--- src/rtl/regfile_pkg.sv ---
// Shared types and constants for the mode-banked register file.
// Physical map: USR R0-R14 at 0-14, FIQ R8-R14 at 15-21, IRQ R13-R14 at 22-23, SVC R13-R14 at 24-25.
package regfile_pkg;

    typedef enum logic [1:0] {
        MODE_USR = 2'b00,
        MODE_FIQ = 2'b01,
        MODE_IRQ = 2'b10,
        MODE_SVC = 2'b11
    } mode_e;

    typedef enum logic {
        StInit,
        StRun
    } seq_state_e;

    localparam int unsigned PHYS_N   = 26;
    localparam int unsigned PHYS_W   = 5;
    localparam int unsigned FIQ_BASE = 15;
    localparam int unsigned IRQ_BASE = 22;
    localparam int unsigned SVC_BASE = 24;
    localparam logic [3:0]  PC_IDX   = 4'd15;

    // Physical slot of a banked register: bank base plus offset from the first banked index.
    function automatic logic [PHYS_W-1:0] bank_entry(input int unsigned base,
                                                     input int unsigned idx,
                                                     input int unsigned first);
        return PHYS_W'(base + idx - first);
    endfunction

endpackage

--- src/rtl/regfile_map.sv ---
// Logical register index plus processor mode to physical storage slot.
// Pure combinational; one instance per read port and per write port.
module regfile_map
    import regfile_pkg::*;
(
    input  mode_e                   mode,
    input  logic [3:0]              idx,
    output logic [PHYS_W-1:0]       phys,
    output logic                    is_pc
);

    always_comb begin
        is_pc = (idx == PC_IDX);
        phys  = {1'b0, idx};
        unique case (mode)
            MODE_FIQ: begin
                if (idx >= 4'd8 && !is_pc) begin
                    phys = bank_entry(FIQ_BASE, 32'(idx), 8);
                end
            end
            MODE_IRQ: begin
                if (idx == 4'd13 || idx == 4'd14) begin
                    phys = bank_entry(IRQ_BASE, 32'(idx), 13);
                end
            end
            MODE_SVC: begin
                if (idx == 4'd13 || idx == 4'd14) begin
                    phys = bank_entry(SVC_BASE, 32'(idx), 13);
                end
            end
            MODE_USR: begin
            end
        endcase
    end

endmodule

--- src/rtl/banked_register_file.sv ---
// ARM-style mode-banked register file with NUM_RD read ports, two write ports and an init sequencer.
// Optional macro REGFILE_BYPASS_EN forwards same-cycle writes to the read ports.
module banked_register_file
    import regfile_pkg::*;
#(
    parameter int unsigned DATA_W = 32,
    parameter int unsigned NUM_RD = 3
) (
    input  logic                       clk,
    input  logic                       rst,
    input  logic [1:0]                 rd_mode,
    input  logic [NUM_RD*4-1:0]        rd_idx,
    output logic [NUM_RD*DATA_W-1:0]   rd_data,
    input  logic [DATA_W-1:0]          pc_in,
    input  logic                       wb0_en,
    input  logic [3:0]                 wb0_idx,
    input  logic [DATA_W-1:0]          wb0_data,
    input  logic                       wb1_en,
    input  logic [3:0]                 wb1_idx,
    input  logic [DATA_W-1:0]          wb1_data,
    input  logic [1:0]                 wb_mode,
    output logic                       ready
);

    seq_state_e              state;
    logic [PHYS_W-1:0]       init_cnt;
    logic [DATA_W-1:0]       mem [0:PHYS_N-1];

    mode_e                   rd_mode_e;
    mode_e                   wb_mode_e;
    logic [PHYS_W-1:0]       wb0_phys;
    logic [PHYS_W-1:0]       wb1_phys;
    logic                    wb0_is_pc;
    logic                    wb1_is_pc;
    logic                    wr0;
    logic                    wr1;

    assign rd_mode_e = mode_e'(rd_mode);
    assign wb_mode_e = mode_e'(wb_mode);

    regfile_map u_map_wb0 (
        .mode  (wb_mode_e),
        .idx   (wb0_idx),
        .phys  (wb0_phys),
        .is_pc (wb0_is_pc)
    );

    regfile_map u_map_wb1 (
        .mode  (wb_mode_e),
        .idx   (wb1_idx),
        .phys  (wb1_phys),
        .is_pc (wb1_is_pc)
    );

    // wb1 yields to wb0 when both resolve to the same physical slot.
    assign wr0 = ready && wb0_en && !wb0_is_pc;
    assign wr1 = ready && wb1_en && !wb1_is_pc && !(wr0 && (wb0_phys == wb1_phys));

    always_ff @(posedge clk or negedge rst) begin
        if (!rst) begin
            state    <= StInit;
            init_cnt <= '0;
            ready    <= 1'b0;
        end else begin
            case (state)
                StInit: begin
                    if (init_cnt == PHYS_W'(PHYS_N - 1)) begin
                        state <= StRun;
                        ready <= 1'b1;
                    end else begin
                        init_cnt <= init_cnt + 1'b1;
                    end
                end
                StRun: begin
                end
                default: state <= StInit;
            endcase
        end
    end

    // Storage has no reset; the sequencer clears one slot per cycle instead.
    always_ff @(posedge clk) begin
        if (state == StInit) begin
            mem[init_cnt] <= '0;
        end else begin
            if (wr0) begin
                mem[wb0_phys] <= wb0_data;
            end
            if (wr1) begin
                mem[wb1_phys] <= wb1_data;
            end
        end
    end

    for (genvar k = 0; k < NUM_RD; k++) begin : g_rd
        logic [PHYS_W-1:0] phys;
        logic              is_pc;
        logic [DATA_W-1:0] val;

        regfile_map u_map_rd (
            .mode  (rd_mode_e),
            .idx   (rd_idx[4*k +: 4]),
            .phys  (phys),
            .is_pc (is_pc)
        );

        always_comb begin
            val = '0;
            if (ready) begin
                if (is_pc) begin
                    val = pc_in;
                end else begin
                    val = mem[phys];
`ifdef REGFILE_BYPASS_EN
                    if (wr0 && (wb0_phys == phys)) begin
                        val = wb0_data;
                    end else if (wr1 && (wb1_phys == phys)) begin
                        val = wb1_data;
                    end
`endif
                end
            end
        end

        assign rd_data[DATA_W*k +: DATA_W] = val;
    end

endmodule
--- config.mk ---
export PLATFORM = sky130hd
export DESIGN_NAME = banked_register_file
export DESIGN_NICKNAME = d
export VERILOG_FILES = /design/src/rtl/regfile_pkg.sv /design/src/rtl/regfile_map.sv /design/src/rtl/banked_register_file.sv
export SDC_FILE = /design/constraint.sdc
export NUM_CORES = 2
export LEC_CHECK = 0
export ABC_CLOCK_PERIOD_IN_PS = 5000
export BUFFER_PORTS_ARGS = -buffer_cell sky130_fd_sc_hd__buf_2
export CAP_MARGIN = 20
export CORE_ASPECT_RATIO = 2
export CORE_MARGIN = 2
export CORE_UTILIZATION = 60
export CTS_BUF_LIST = sky130_fd_sc_hd__clkbuf_4 sky130_fd_sc_hd__clkbuf_8
export CTS_CLUSTER_SIZE = 28
export DETAILED_ROUTE_END_ITERATION = 8
export PLACE_DENSITY = 0.81
export SLEW_MARGIN = 20
export SYNTH_ARGS = -nofsm -noshare
export SYNTH_HDL_FRONTEND = slang
export SYNTH_HIERARCHICAL = 1
export SYNTH_SLANG_ARGS = --single-unit
--- constraint.sdc ---
create_clock -name clk -period 5 [get_ports clk]
set_input_delay 0.25 -clock clk [delete_from_list [all_inputs] [get_ports clk]]
set_output_delay 0.25 -clock clk [all_outputs]
set_load 0.1 [all_outputs]
==> impl_metrics.json <==
{
  "yosys_warnings": 6,
  "synth-xor-area-share_pct": 0.1560,
  "gp_congestion": 1.030,
  "endpoint": "rd_data[0]",
  "ys_ff_latch": 839,
  "area_delta_synth_final_pct": 9.559,
  "drt_first_pass_iters": 7,
  "cts_num_sinks": 839,
  "muxShareOfSynthArea_pct": 39.91,
  "rows": 164,
  "finalCritPeriodShare_pct": 96.81,
  "synth_flop_cell": "edfxtp_1",
  "syn_nets": 4364,
  "postSynth.asyncResetShare_pct": 0.8343,
  "ir_drop_uv": 207.4,
  "track_usage_pct": 45.63,
  "nets": 4399,
  "drive_gt1_share_pct": 48.46,
  "post-route-util_pct": 66.07,
  "crit_family": "buffers and inverters",
  "arrival_ns": 4.59,
  "synth-edff-count": 832,
  "netlist_instances": 4213,
  "skew_ns": 0.03155,
  "cpMaxStageDelayCell": "nor2b_1",
  "synth_cell_type_count": 69,
  "cts_setup_buffers": 0,
  "die_y_um": 451.8,
  "dpl.hpwl_um": 147900,
  "finalSetupTns_ns": 0,
  "drt-vias-per-instance": 8.142,
  "r2r_cells": 4,
  "worst_pin_slew_ns": 1.306,
  "reg2reg_to": "mem[21][5]",
  "start_kind": "register",
  "tritoncts": "built",
  "clock-root-buffer": "clkbuf_8",
  "max_freq_mhz": 206.6,
  "p_comb_share_pct": 28.5,
  "crit_start": "ready",
  "wirelength_um": 237000,
  "drtIter0Drc": 8005,
  "end_kind": "output pin",
  "required_ns": 4.75,
  "seqPwrFrac_pct": 41.8,
  "io_buffers": 220,
  "rsz0062_at_grt": "false",
  "power.share.clock_pct": 29.7,
  "grt_pass1_wl_um": 332300,
  "wl_per_cell_um": 41.71,
  "start_util_pct": 60.31,
  "final_cell_mix": "edfxtp_1 (832), mux2_2 (777), mux4_2 (448), mux2i_1 (285), buf_2 (183)",
  "fin_area_mm2": 0.06589,
  "clock_latency_ns": 0.88,
  "htree_levels": 3,
  "yosys.area_share.simple_pct": 3.085,
  "crit_type": "reg2out",
  "outcome": "complete, no violations",
  "fillers": 7035,
  "cpMostUsedCell": "buf_4",
  "path_depth": 6,
  "slowest_delay_ns": 0.69,
  "p_int_mw": 12.35,
  "overflow": 0,
  "p_leak_nw": 24.45,
  "ant_nets": 0,
  "critPathMaxFanout": 37,
  "r2r-start": "ready",
  "whs_path_depth": 2,
  "slew_viol_final": 0,
  "hold_viol_final": 0,
  "netSwitchingPower_mw": 6.412,
  "drc_errors": 0,
  "sw_frac_of_total_pct": 34.18,
  "synthAdderAreaFrac_pct": 0.5617,
  "antenna_found_initial": 17,
  "synth_top_family_by_area": "multiplexers",
  "yosysSeqAreaShare_pct": 41.83,
  "r2r_slack_ns": 1.13,
  "coreArea_mm2": 0.09973,
  "vias": 46260,
  "fp.dieW_um": 227.9,
  "period_needed_ns": 4.841,
  "placed_cell_area_mm2": 0.06354,
  "hp-class": "in2reg",
  "cp_cell_sequence": "buf_4 > nor2b_1 > buf_4 > o221ai_1 > o31ai_1 > buf_2",
  "die-area_mm2": 0.1029,
  "grt_pass1_vias": 46850,
  "cts_max_path_buffers": 3,
  "maxCapViolCount": 0,
  "critPathBufInv": 3,
  "ios": 221,
  "synth_area_per_cell_um2": 14.28,
  "synth_compound_area_share_pct": 9.439,
  "slew_headroom_pct": 12.94,
  "path_clk_slew_ns": 0.07,
  "setup_viol": 0,
  "pwr_density_cell_mw_per_mm2": 284.7,
  "cts_made_buffers": 114,
  "grt_max_degree": 80,
  "synth.cell_area_mm2": 0.06014,
  "mostFrequentLayoutCell": "edfxtp_1"
}
==> per-layer routing <==
metal / track usage, % / part of all wire [%] / up-vias
li1: - / - / 17390
met1: 49.45 / 28 / 22440
met2: 68.12 / 44 / 4755
met3: 17.25 / 15 / 1656
met4: 44.40 / 12 / 10
met5: 0 / 0.025 / -
==> worst min path at each step <==
stage	start	endpoint	slack (ns)
finish	wb1_data[29]	mem[4][29]	0.05
global route	wb1_data[18]	mem[9][18]	0.09
CTS	wb1_data[27]	mem[4][27]	0.01
detailed placement	rst	ready	0.09
global placement	rst	ready	0.09
floorplan	rst	init_cnt[0]	-0.05
==> logic make-up after synthesis <==
kind of cell / Yosys count
buffers and inverters: 557
AND/OR/NAND/NOR: 328
AO/OA/AOI/OAI: 786
XOR/XNOR: 9
flip-flops: 839
multiplexers: 1667
adder cells (fa/ha/maj): 27
==> through the flow <==
step                setup slack, ns  hold WS (ns)  std cells  power, mW
floorplan                   0.09968      -0.04559       4213      11.51
global placement             0.5839       0.08906       5453      13.05
detailed placement           0.5983       0.09216       5456      13.12
CTS                          0.5674       0.01252       5669      18.49
global route                 0.1550       0.08782       5671      19.01
finish                       0.1593       0.05038       5681      18.76
==> worst reg2reg max path, delay by kind of cell, from the launching register on <==
family          cells  cell delay (ns)
simple gates        1             0.83
compound gates      2             1.75
flops               1             0.61
buf+inv             1             0.34
==> registers in the layout, summed over array words and instances (netlist names) <==
signal    count
init_cnt      5
ready         1
mem         832
state         1
==> cell usage after synthesis, drive strengths merged (44+ instances only) <==
cell type,count,share of area [%]
a22oi,121,1.5
nand2,99,0.62
mux2i,285,4.7
edfxtp,832,42
mux2,934,18
clkbuf,229,1.4
mux4,448,17
o21ai,113,0.94
and2,47,0.51
a21oi,47,0.39
buf,302,3.4
a22o,66,0.96
a31oi,50,0.52
a211oi,175,2.2
nor2b,44,0.46
o22ai,75,0.78
==> final cells by class <==
class / instances / area [um^2] / area share, %
antenna: 11 / 27.53 / 0.04177
clock buffer: 145 / 1814 / 2.753
clock inverter: 65 / 450.4 / 0.6836
inverter: 26 / 97.59 / 0.1481
multi-input combinational: 2817 / 32630 / 49.52
sequential: 839 / 25160 / 38.19
tap: 1328 / 1662 / 2.522
timing repair buffer: 450 / 4051 / 6.148
==> power groups by stage <==
stage	Combinational, mW	Sequential [mW]	Clock, mW
finish	5.34	7.84	5.57
global route	5.41	7.84	5.77
CTS	5.14	7.84	5.51
detailed placement	5.12	7.99	0
global placement	5.05	7.99	0
floorplan	3.51	8.00	0
==> timing repair <==
action	4_1_cts	5_1_grt
resized for setup	0	0
hold buffers	3	0
hold endpoints to repair	8	0
Power figures use the tool's default switching activity.
